$ cat config.mk
export PLATFORM = sky130hd
export DESIGN_NAME = pipe_hazard_sequencer
export DESIGN_NICKNAME = d
export VERILOG_FILES = /design/src/rtl/pipe_hazard_sequencer.sv
export SDC_FILE = /design/constraint.sdc
export NUM_CORES = 1
export LEC_CHECK = 0
export BUFFER_PORTS_ARGS = -buffer_cell sky130_fd_sc_hd__buf_2
export CAP_MARGIN = 10
export CORE_UTILIZATION = 35
export CTS_CLUSTER_SIZE = 12
export DETAILED_ROUTE_END_ITERATION = 6
export SETUP_SLACK_MARGIN = 0.4
export SYNTH_ARGS = -nofsm -noshare
export SYNTH_HDL_FRONTEND = slang
export SYNTH_SLANG_ARGS = --single-unit
$ cat constraint.sdc
create_clock -name clk -period 2.2 [get_ports clk]
set_clock_uncertainty 0.2 [all_clocks]
set_input_delay 0.33 -clock clk [delete_from_list [all_inputs] [get_ports clk]]
set_output_delay 0.33 -clock clk [all_outputs]
set_load 0.02 [all_outputs]
$ cat src/rtl/pipe_hazard_sequencer.sv
// Pipeline hazard sequencer: turns redirect, load-use and mult/div events into
// PC/IF-ID/ID-EX write enables, flushes and an EX/MEM bubble, with a stall counter.
module pipe_hazard_sequencer #(
    parameter int SQUASH_LEN = 2,
    parameter int MD_TIMEOUT = 64,
    parameter int CNT_W      = 16
) (
    input  logic             clk,
    input  logic             rst_n,
    input  logic             redirect_req,
    input  logic             load_use,
    input  logic             md_start,
    input  logic             md_done,
    output logic             pc_we,
    output logic             ifid_we,
    output logic             idex_we,
    output logic             ifid_flush,
    output logic             idex_flush,
    output logic             exmem_bubble,
    output logic             pc_redirect,
    output logic             busy,
    output logic             md_timeout_err,
    output logic [CNT_W-1:0] stall_cycles,
    output logic [1:0]       dbg_state
);

    localparam int SQ_W = (SQUASH_LEN > 0) ? $clog2(SQUASH_LEN + 1) : 1;
    localparam int TO_W = (MD_TIMEOUT > 1) ? $clog2(MD_TIMEOUT) : 1;
    localparam logic [SQ_W-1:0] SQ_LOAD = SQ_W'(SQUASH_LEN);
    localparam logic [SQ_W-1:0] SQ_ONE  = SQ_W'(1);
    localparam logic [TO_W-1:0] TO_LAST = TO_W'(MD_TIMEOUT - 1);

    typedef enum logic [1:0] {
        ST_RUN     = 2'd0,
        ST_SQUASH  = 2'd1,
        ST_MD_WAIT = 2'd2
    } state_t;

    state_t            r_state;
    state_t            w_next_state;
    logic [SQ_W-1:0]   r_sq_cnt;
    logic [SQ_W-1:0]   w_sq_cnt_nxt;
    logic [TO_W-1:0]   r_to_cnt;
    logic [TO_W-1:0]   w_to_cnt_nxt;
    logic              w_set_err;
    logic [CNT_W-1:0]  r_stall_cnt;
    logic              r_timeout_err;

    always_ff @(posedge clk or negedge rst_n) begin
        if (!rst_n) begin
            r_state       <= ST_RUN;
            r_sq_cnt      <= '0;
            r_to_cnt      <= '0;
            r_stall_cnt   <= '0;
            r_timeout_err <= 1'b0;
        end else begin
            r_state  <= w_next_state;
            r_sq_cnt <= w_sq_cnt_nxt;
            r_to_cnt <= w_to_cnt_nxt;
            if (!pc_we && (r_stall_cnt != {CNT_W{1'b1}})) begin
                r_stall_cnt <= r_stall_cnt + CNT_W'(1);
            end
            if (w_set_err) begin
                r_timeout_err <= 1'b1;
            end
        end
    end

    // Outputs are Mealy; while reset is held they stay at the run defaults
    // even if request inputs are toggling.
    always_comb begin
        pc_we        = 1'b1;
        ifid_we      = 1'b1;
        idex_we      = 1'b1;
        ifid_flush   = 1'b0;
        idex_flush   = 1'b0;
        exmem_bubble = 1'b0;
        pc_redirect  = 1'b0;
        w_next_state = r_state;
        w_sq_cnt_nxt = r_sq_cnt;
        w_to_cnt_nxt = r_to_cnt;
        w_set_err    = 1'b0;
        if (rst_n) begin
            case (r_state)
                ST_RUN: begin
                    if (redirect_req) begin
                        pc_redirect  = 1'b1;
                        ifid_flush   = 1'b1;
                        idex_flush   = 1'b1;
                        w_next_state = ST_SQUASH;
                        w_sq_cnt_nxt = SQ_LOAD;
                    end else if (md_start) begin
                        w_next_state = ST_MD_WAIT;
                        w_to_cnt_nxt = '0;
                    end else if (load_use) begin
                        pc_we      = 1'b0;
                        ifid_we    = 1'b0;
                        idex_flush = 1'b1;
                    end
                end
                ST_SQUASH: begin
                    exmem_bubble = 1'b1;
                    w_sq_cnt_nxt = r_sq_cnt - SQ_ONE;
                    if (r_sq_cnt <= SQ_ONE) begin
                        w_next_state = ST_RUN;
                    end
                end
                ST_MD_WAIT: begin
                    if (md_done) begin
                        w_next_state = ST_RUN;
                    end else begin
                        pc_we        = 1'b0;
                        ifid_we      = 1'b0;
                        idex_we      = 1'b0;
                        exmem_bubble = 1'b1;
                        // Last permitted wait cycle: give up and flag it.
                        if (r_to_cnt == TO_LAST) begin
                            w_set_err    = 1'b1;
                            w_next_state = ST_RUN;
                        end else begin
                            w_to_cnt_nxt = r_to_cnt + TO_W'(1);
                        end
                    end
                end
                default: begin
                    w_next_state = ST_RUN;
                end
            endcase
        end
    end

    assign busy           = (r_state != ST_RUN);
    assign md_timeout_err = r_timeout_err;
    assign stall_cycles   = r_stall_cnt;
    assign dbg_state      = r_state;

endmodule

# Yosys cells after proc, flatten, opt, wreduce, memory -nomap -nowiden
# Index checks and enable logic that the tools add are counted.
# word_totals
regBits	27
in_bits	6
# op_classes
addsub	3
magnitude_cmp	1
eq_ne	12
n_mux	36
n_reduce_logical	9
# ops
cell	count
$mux 6	4
$mux 1	21
$add 16x1->16 const B	1
$ne 16x16->1 const B	1
$mux 2	6
$ne 2x2->1 const B	6
$pmux 6 s2	1
$add 6x1->6 const B	1
$eq 6x6->1 const B	1
$ne 3x3->1 const B	2
$pmux 2 s3	1
$reduce_and 6->1	1
$reduce_bool 2->1	3
$pmux 1 s2	2
$pmux 2 s2	1
$reduce_and 4->1	1
$reduce_and 3->1	1
$eq 2x1->1 const B	1
$eq 2x2->1 const B	1
$le 2x1->1 const B	1
$logic_not 2->1	1
$sub 2x1->2 const B	1
$logic_and 1x1->1	1
$logic_not 1->1	1

# Logic depth before layout (Yosys ltp)
# Gate-level depths: netlist of the first run.
# logic_depth
word_depth	7
mapped_depth	9
mapped_depth_nobuf	7

# Least setup slack after synthesis of the first run
# OpenSTA, ideal clock, no wires.
# synth_timing
kind	register -> register
from	reg r_state[0], in the netlist dbg_state[0]
to	reg r_stall_cnt[14], in the netlist stall_cycles[14]
arrival_ns	2.092
path_slack_ns	-0.172
stages_incl_launch_ff	9
synth_period_minus_slack_ns	2.372
path_cell_list	dfrtp_1 -> inv_1 -> ha_1 -> buf_6 -> inv_1 -> o211ai_4 -> or4_4 -> nor2_2 -> xor2_1
# synth_via
elab_chain_len	5
elab_cells_between_ends	6
cone_classes	eq/ne (1); mux (2); reduce/logical (3)
# synth_rtl
element	line_no	rtl
start: declaration	39	state_t r_state;
start signal: assignment	57	r_state <= w_next_state;
$eq 2x2->1 / $logic_not 2->1 (equally long branches)	--	
$pmux 1 s2 *	--	
$mux 1 *	--	
via ifid_we	15	output logic ifid_we,
$logic_not 1->1 *	60	if (!pc_we && (r_stall_cnt != {CNT_W{1'b1}})) begin
$logic_and 1x1->1 *	60	
end signal: assignment	61	r_stall_cnt <= r_stall_cnt + CNT_W'(1);
end: declaration	46	logic [CNT_W-1:0] r_stall_cnt;
# The timed path passes the listed nets; every way through them passes the cells marked *.
# A chain may end at the register's enable or synchronous reset.

# Final worst setup path of the first run
# layout_timing
from	reg r_state[1], in the netlist dbg_state[1]
to	out idex_flush
# layout_via
elab_chain_len	3
# layout_rtl
element	line_no	rtl
$logic_not 2->1	84	case (r_state)
$mux 1	84	
$mux 1	83	if (rst_n) begin
end: declaration	18	output logic idex_flush,
# Every way passes these cells.

==> metrics, run 1 <==
status complete, but fails checks; failing checks hold timing; clk root buf clkbuf_8; Max clock buf depth 2; unrepaired setup endpoints after global routing true; largest net degree at the start of global routing 39; Final period util between 90% and 100%; Period minus WS final approximately 2.1 ns; post-route cell area between 2000 and 2500 µm²; DR iter-0 viols roughly 90; Syn Nets between 150 and 200; Fin. Hold Viols 27; Worst setup SP type flop; Placer Congestion 0.794; critical path arrival between 1.5 and 2 ns; r2r endpoint stall_cycles[8]; Max VDD drop about 0.00061 V; sequential area share after synthesis between 40% and 50%; worst relative slew slack 69.6%; via-per-instance ratio roughly 5.4; Pleak just over 1 nW; Mapped Area ~1500 µm²; layout cells sized above 1 roughly 44%; #FFs+latches synth 27; Area Overhead vs Synth 42.1%; crit path capture type primary output; TNS Setup 0 ns; maximum clock rate roughly 480 MHz; Register-to-Register Path Depth 7; IO Port Bufs 32; die width 68.0 µm; vias in the first global route ~1.3k; Detailed Routing Iterations Pass 1 4; Unique masters post-synth 39; reg-to-reg slack, setup 0.11 ns; die area about 4600 µm²; Initial Util 37.4%; CTS Buf Count 3; final core occ a little over half; first-pass GRT wire length ~6000 µm; Num Clock Sinks 27; Placed Area ~1800 µm²; Avg WL per Cell between 15 and 20 µm; DRC Markers 0; drt total wl 3870 µm; Setup Viol. Count Final 0; Slew @ Worst Pin 0.456 ns; clock-pin slew on the worst setup and hold paths approximately 0.1 ns; Mean Syn Cell Area 10.0 µm²; slack of the critical path ~0.098 ns; Syn. warnings 0; Critical Path RT between 1.5 and 2 ns; Total Routing Usage GR 17.1%; Mapped Cells about 150; htree depth 1; # diodes 0; max cap viols 0; Final Hold Slack -0.0809 ns; crit-path max FO 6; reg2reg start dbg_state[1]; number of antenna violations at the first check in global routing 0; power per cell area about 1100 nW/µm²; CTS tree built; DIE HEIGHT around 68 µm; Routed Antenna Nets 0; remaining global-route overflow 0; DP HPWL about 2400 µm; Std-Cell Rows 23; CP Class flop to primary output; Clk Latency, worst-skew pair 0.28 ns; Pins Over Slew Limit 0; Place WS roughly 0.059 ns; HP Class input pin to async pin; Core Area about 4000 µm²; Final #Nets 220; via count ~1.4k; Boundary Pins 33
-- final cells by class --
cell class	instances	area, µm²
clock buffers	3	41.3
inverters	7	32.5
flip-flops and latches	27	678
multi-input cells	112	923
fillers	369	1920
repair buffers	57	424
clock inverters	1	7.51
well taps	50	62.6
-- synth_stat cells (all sizes together) --
cell	n	area [µm²]
a211oi	1	7.51
a21oi	10	50.1
a22oi	1	21.3
a31oi	3	18.8
a41oi	1	8.76
and3	6	38.8
and4	2	17.5
buf	4	31.3
clkbuf	2	7.51
dfrtp	27	676
ha	6	75.1
inv	7	26.3
mux2	2	22.5
mux2i	1	10.0
nand2	11	41.3
nand2b	2	12.5
nand3	12	60.1
nand3b	2	15.0
nand4	11	68.8
nand4b	1	8.76
nor2	6	27.5
nor2b	3	18.8
nor3	2	10.0
nor4	1	6.26
o211a	2	20.0
o211ai	2	28.8
o21a	2	15.0
o21ai	2	10.0
o21bai	1	7.51
o31ai	3	22.5
or2b	1	8.76
or4	1	11.3
xnor2	11	96.3
xor2	3	26.3
-- layout by cell type (no fill, tap or decap), types with 4 or more instances in the layout --
| cell | n |
|---|---|
| buf_4 | 18 |
| inv_1 | 4 |
| buf_2 | 24 |
| nand4_1 | 11 |
| xnor2_1 | 10 |
| and3_1 | 5 |
| nand3_1 | 10 |
| dfrtp_1 | 25 |
| a21oi_1 | 8 |
| buf_6 | 15 |
| nand2_1 | 10 |
-- cell families after synthesis --
group | count (synthesis) | share of synthesized area (%)
flip-flops | 27 | 44.3
XOR/XNOR | 14 | 8.03
adder cells (fa/ha/maj) | 6 | 4.92
AO/OA/AOI/OAI | 28 | 13.8
buffers and inverters | 13 | 4.26
AND/OR/NAND/NOR | 61 | 22.6
multiplexers | 3 | 2.13
-- registers in the layout (all words and copies together), names as in the netlist --
name            count
r_sq_cnt            2
md_timeout_err      1
r_to_cnt            6
dbg_state           2
stall_cycles       16
-- critical path: stages, from the launching register on --
cell     delay (ns)
dfrtp_2        0.46
inv_2          0.09
ha_4           0.19
buf_4          0.13
buf_6          0.08
buf_6          0.09
o211a_1        0.14
buf_6          0.11
-- report_power, final --
part	internal (mW)	total [mW]	switching, mW
registers	0.594	0.716	0.123
clock network	0.129	0.296	0.168
logic	0.730	1.39	0.664
-- how the worst max path moves through the flow --
stage / end / slack, ns / startpoint
5_1_grt: stall_cycles[11] / 0.03 / dbg_state[1]
6_report: idex_flush / 0.1 / dbg_state[1]
3_5_place_dp: r_to_cnt[5] / 0.06 / dbg_state[1]
4_1_cts: ifid_we / 0.13 / dbg_state[1]
3_3_place_gp: r_to_cnt[5] / 0.12 / dbg_state[1]
2_1_floorplan: stall_cycles[14] / 0.07 / dbg_state[1]
-- per-layer routing --
| metal | vias to the layer above | global-route usage, % | routed length, µm |
|---|---|---|---|
| met5 | - | 0 | 0 |
| met4 | 0 | 6.25 | 24 |
| met3 | 2 | 3.67 | 208 |
| met2 | 37 | 29.7 | 1930 |
| met1 | 696 | 20.7 | 1710 |
| li1 | 660 | - | - |
-- per-stage QoR --
step / total power, mW / cells
after floorplan: 1.36 / 152
after global placement: 1.56 / 230
after detailed placement: 1.57 / 230
after CTS: 2.24 / 250
after global routing: 2.56 / 257
final: 2.41 / 257
-- repair_timing --
item                                    CTS  global route
hold endpoints to repair                 27            27
pin swaps                                 7             7
gates resized for setup                  30            16
buffers inserted                         16             7
endpoints found under the setup margin   32            33
Power figures use the tool's default switching activity.
==> inputs of run 2 (changes only) <==
--- a/config.mk
+++ b/config.mk
@@ -10,6 +10,7 @@
 export CORE_UTILIZATION = 35
 export CTS_CLUSTER_SIZE = 12
 export DETAILED_ROUTE_END_ITERATION = 6
+export RECOVER_POWER = 25
 export SETUP_SLACK_MARGIN = 0.4
 export SYNTH_ARGS = -nofsm -noshare
 export SYNTH_HDL_FRONTEND = slang
==> metrics, run 2 (synthesis gave the netlist of run 1 again) <==
status complete, but fails checks; failing checks hold timing; Critical Path RT ~1.7 ns; via count roughly 1.4k; largest incremental delay on the critical path ~0.46 ns; # diodes 0; clock power share about an eighth; Slew @ Worst Pin 0.457 ns; Final #Nets 220; htree depth 1; Int Pwr 1.45 mW; max reg flops 16; clock-pin slew on the worst setup and hold paths ~0.10 ns; Area Overhead vs Synth 42.0%; Avg WL per Cell between 15 and 20 µm; Initial Util roughly 37%; vias in the first global route around 1.3k; DRC Markers 0; family with the most delay on the worst path flip-flops; Core Area slightly above 4000 µm²; Worst setup SP type flop; Placer Congestion about 0.79; DP HPWL approximately 2400 µm; Final Hold Slack -0.0359 ns; Std-Cell Rows 23; Period minus WS final approximately 2.1 ns; HP Class input pin to async pin; maximum clock rate approximately 480 MHz; Detailed Routing Iterations Pass 1 4; DR iter-0 viols just under 90; commonest non-fill, non-tap cells in the layout 25 x dfrtp_1, 23 x buf_2, 18 x buf_4; Routed Antenna Nets 0; Combinational Power Share 57.9%; Pins Over Slew Limit 0; CTS tree built; sequential share of power 29.8%; DIE HEIGHT between 60 and 70 µm; via-per-instance ratio about 5.4; Finished Layout Cells between 200 and 300; CP Class flop to primary output; number of antenna violations at the first check in global routing 0; first-pass GRT wire length just under 6000 µm; crit-path max FO 6; unrepaired setup endpoints after global routing true; placed insts 230; Fin. Hold Viols 27; largest net degree at the start of global routing 39; crit path capture type primary output; Buffers & Inverters on Critical Path 3; Critical Path, Cell by Cell inv_2, ha_4, clkinvlp_4, o211ai_4, buf_6; P_sw around 950 µW; TNS Setup 0 ns; IO Port Bufs 32; Setup Viol. Count Final 0; Max VDD drop 0.000608 V; max cap viols 0; Total Routing Usage GR between 10% and 20%; drt total wl between 3000 and 4000 µm; clk root buf clkbuf_8; Clk Latency, worst-skew pair around 0.28 ns; layout cells sized above 1 a little over two fifths; die width just under 70 µm; power per cell area 1110 nW/µm²; Num Clock Sinks 27; CTS Buf Count 3; Pleak 1.03 nW; critical path arrival around 1.6 ns; most common cell after layout, fill and taps aside dfrtp_1; Max clock buf depth 2; worst relative slew slack between 60% and 70%; remaining global-route overflow 0; Net Sw Frac 39.6%; die area ~4600 µm²; Final period util 95.6%; CP max-delay cell dfrtp_2; Boundary Pins 33
[run 2: cell count changes in the layout (fill, tap and decap cells not counted), sizes merged]
cell | before | now
buf | 57 | 56
clkbuf | 3 | 4
[run 2: power groups by stage]
stage          clock, mW  sequential (mW)  combinational, mW
5_1_grt            0.327            0.736               1.49
3_3_place_gp           0            0.710              0.852
2_1_floorplan          0            0.774              0.591
3_5_place_dp           0            0.716              0.858
6_report           0.295            0.717               1.39
4_1_cts            0.302            0.709               1.23
[run 2: layout make-up]
cell class	instances	area (µm²)
Clock buffer	3	41.3
Clock inverter	1	7.51
Fill cell	370	1920
Inverter	7	32.5
Multi-Input combinational cell	112	923
Sequential cell	27	678
Tap cell	50	62.6
Timing Repair Buffer	57	423
[run 2: per-stage QoR]
| stage | hold WS [ns] | util, % | cell area, µm² | setup slack (ns) | power [mW] |
|---|---|---|---|---|---|
| after CTS | -0.0817 | 50.0 | 2040 | 0.125 | 2.24 |
| after global routing | -0.0155 | 53.1 | 2170 | 0.0347 | 2.55 |
| after global placement | 0.218 | 43.2 | 1760 | 0.123 | 1.56 |
| after floorplan | -0.166 | - | 1570 | 0.0712 | 1.36 |
| after detailed placement | 0.222 | 43.2 | 1760 | 0.0585 | 1.57 |
| final | -0.0359 | 53.1 | 2170 | 0.0957 | 2.40 |
[run 2: final timing paths]
check,slack (ns),to,from,depth (start not counted)
max in group asynchronous,1.49,dbg_state[1],rst_n,2
hold reg to reg,0.29,md_timeout_err,md_timeout_err,1
setup / recovery,0.1,ifid_we,dbg_state[1],5
hold / removal,-0.04,md_timeout_err,rst_n,2
min in group clk,0.21,dbg_state[0],redirect_req,3
setup reg to reg,0.11,stall_cycles[8],dbg_state[1],7
[run 2: timing repair]
item	CTS	global route
endpoints found under the hold margin	27	27
buffers inserted	16	7
resized for setup	30	16
pin swaps	7	7
endpoints found under the setup margin	32	33
gates cloned	0	0
[run 2: layer usage]
| metal | vias to the layer above | share of wire, % | track usage (%) |
|---|---|---|---|
| met3 | 2 | 5.3 | 3.67 |
| met2 | 35 | 50 | 29.7 |
| li1 | 660 | - | - |
| met1 | 697 | 44 | 20.7 |
| met5 | - | 0 | 0 |
| met4 | 0 | 0.62 | 6.25 |
==> inputs of run 3 (changes only) <==
--- a/config.mk
+++ b/config.mk
@@ -7,9 +7,12 @@
 export LEC_CHECK = 0
 export BUFFER_PORTS_ARGS = -buffer_cell sky130_fd_sc_hd__buf_2
 export CAP_MARGIN = 10
-export CORE_UTILIZATION = 35
+export CELL_PAD_IN_SITES_DETAIL_PLACEMENT = 1
+export CELL_PAD_IN_SITES_GLOBAL_PLACEMENT = 2
+export CORE_UTILIZATION = 30
 export CTS_CLUSTER_SIZE = 12
 export DETAILED_ROUTE_END_ITERATION = 6
+export PLACE_DENSITY_LB_ADDON = 0.1
 export RECOVER_POWER = 25
 export SETUP_SLACK_MARGIN = 0.4
 export SYNTH_ARGS = -nofsm -noshare
==> metrics, run 3 (synthesis gave the netlist of run 1 again) <==
Total Routing Usage GR 17.7%; Critical Path Sink ifid_we; Critical path origin dbg_state[0]; crit path capture type primary output; Placer Congestion ~0.71; Final #Nets 232; clock-pin slew on the worst setup and hold paths 0.10 ns; filler instances 548; IO Port Bufs 32; htree depth 1; Finished Layout Cells 286; status finished clean; Worst setup SP type flop; clk root buf clkbuf_8; Boundary Pins 33; Avg WL per Cell 17.4 µm; grt peak-use layer met2; r2r endpoint stall_cycles[8]; max reg flops 16; DR iter-0 viols 40; max cap viols 0; Std-Cell Rows 25; critical path arrival 1.66 ns; CP Class flop to primary output; drt total wl 4990 µm; Max VDD drop about 0.00046 V; remaining global-route overflow 0; Max clock buf depth 2; Initial Util 31.7%; number of antenna violations at the first check in global routing 0; largest net degree at the start of global routing 19; worst relative slew slack around a third; via-per-instance ratio 5.12; Placed Area approximately 1900 µm²; Routed Antenna Nets 0; Pleak ~1.2 nW; vias in the first global route around 1.5k; die width 73.3 µm; Period minus WS final 2.19 ns; CTS tree built; DP HPWL around 2800 µm; placed insts approximately 250; Register-to-Register Path Depth 8; Fin. Hold Viols 0; via count 1,465; Final period util between 90 and 100%; Core Area between 4000 and 5000 µm²; reg-to-reg slack, setup ~0.0055 ns; CTS Buf Count 3; post-route cell area 2490 µm²; Area Overhead vs Synth 63.4%; maximum clock rate 456 MHz; Slew @ Worst Pin approximately 1 ns; commonest non-fill, non-tap cells in the layout 24 x buf_2, 24 x dfrtp_1, 21 x buf_6; Pins Over Slew Limit 0; DRC Markers 0; Num Clock Sinks 27; HP Class input pin to flop; layout cells sized above 1 a little under three fifths; # diodes 0; unrepaired setup endpoints after global routing true; DIE HEIGHT ~73 µm; GR Util met2 about a third; reg2reg start dbg_state[0]; die area between 5000 and 6000 µm²; power per cell area around 1100 nW/µm²; Detailed Routing Iterations Pass 1 4; crit-path max FO 7; Setup Viol. Count Final 0; M3 GR Usage 2.06%; TNS Setup 0 ns; Clk Latency, worst-skew pair 0.27 ns; Critical Path RT between 1.5 and 2 ns; first-pass GRT wire length 7450 µm; GRT met1 Usage around 23%
run 3: worst max-delay path, cell delays in order, from the launching register on:
cell and delay, ns:
dfrtp_2 0.45, inv_4 0.10, ha_4 0.21, clkinvlp_4 0.13, o211ai_4 0.22, buf_4 0.15, buf_4 0.13
run 3: layer usage:
metal  part of all wire (%)  vias to the layer above
met5                      0                        -
met4                   0.78                        0
met3                    2.0                        4
met2                     53                       24
met1                     44                      749
li1                       -                      688
run 3: area by class of cell:
type                    count  area, µm²  area share [%]
multi-input cells         112       1070            42.8
flip-flops and latches     27        679            27.2
repair buffers             69        581            23.3
well taps                  67       83.8            3.36
clock buffers               3       41.3            1.66
inverters                   7       32.5            1.30
clock inverters             1       7.51           0.301
run 3: worst min path at each step:
stage	slack, ns	end	cells past startpoint	start
4_1_cts	0.05	stall_cycles[2]	3	rst_n
5_1_grt	0.24	dbg_state[0]	3	redirect_req
6_report	0.23	dbg_state[0]	3	redirect_req
3_5_place_dp	0.14	r_sq_cnt[1]	2	rst_n
3_3_place_gp	0.14	r_sq_cnt[1]	2	rst_n
2_1_floorplan	-0.17	dbg_state[0]	0	rst_n
run 3: where the power goes:
part           internal (mW)  switching (mW)
clock                  0.129           0.173
sequential             0.595           0.133
combinational          0.900           0.787
run 3: per-stage QoR:
step / setup slack [ns] / hold slack (ns) / power, mW / util, %
floorplan: 0.0712 / -0.166 / 1.36 / -
global placement: 0.169 / 0.141 / 1.63 / 38.4
detailed placement: 0.101 / 0.138 / 1.65 / 38.4
CTS: 0.0312 / 0.0506 / 2.44 / 47.0
global route: -0.0806 / 0.238 / 2.87 / 51.8
finish: 0.00546 / 0.233 / 2.72 / 51.8
run 3: timing repair:
action,in CTS,in global routing
setup endpoints to repair,32,34
setup buffers,18,8
cloned,1,0
pin swaps,21,21
hold endpoints to repair,9,0
resized for setup,48,33
hold buffers,1,0
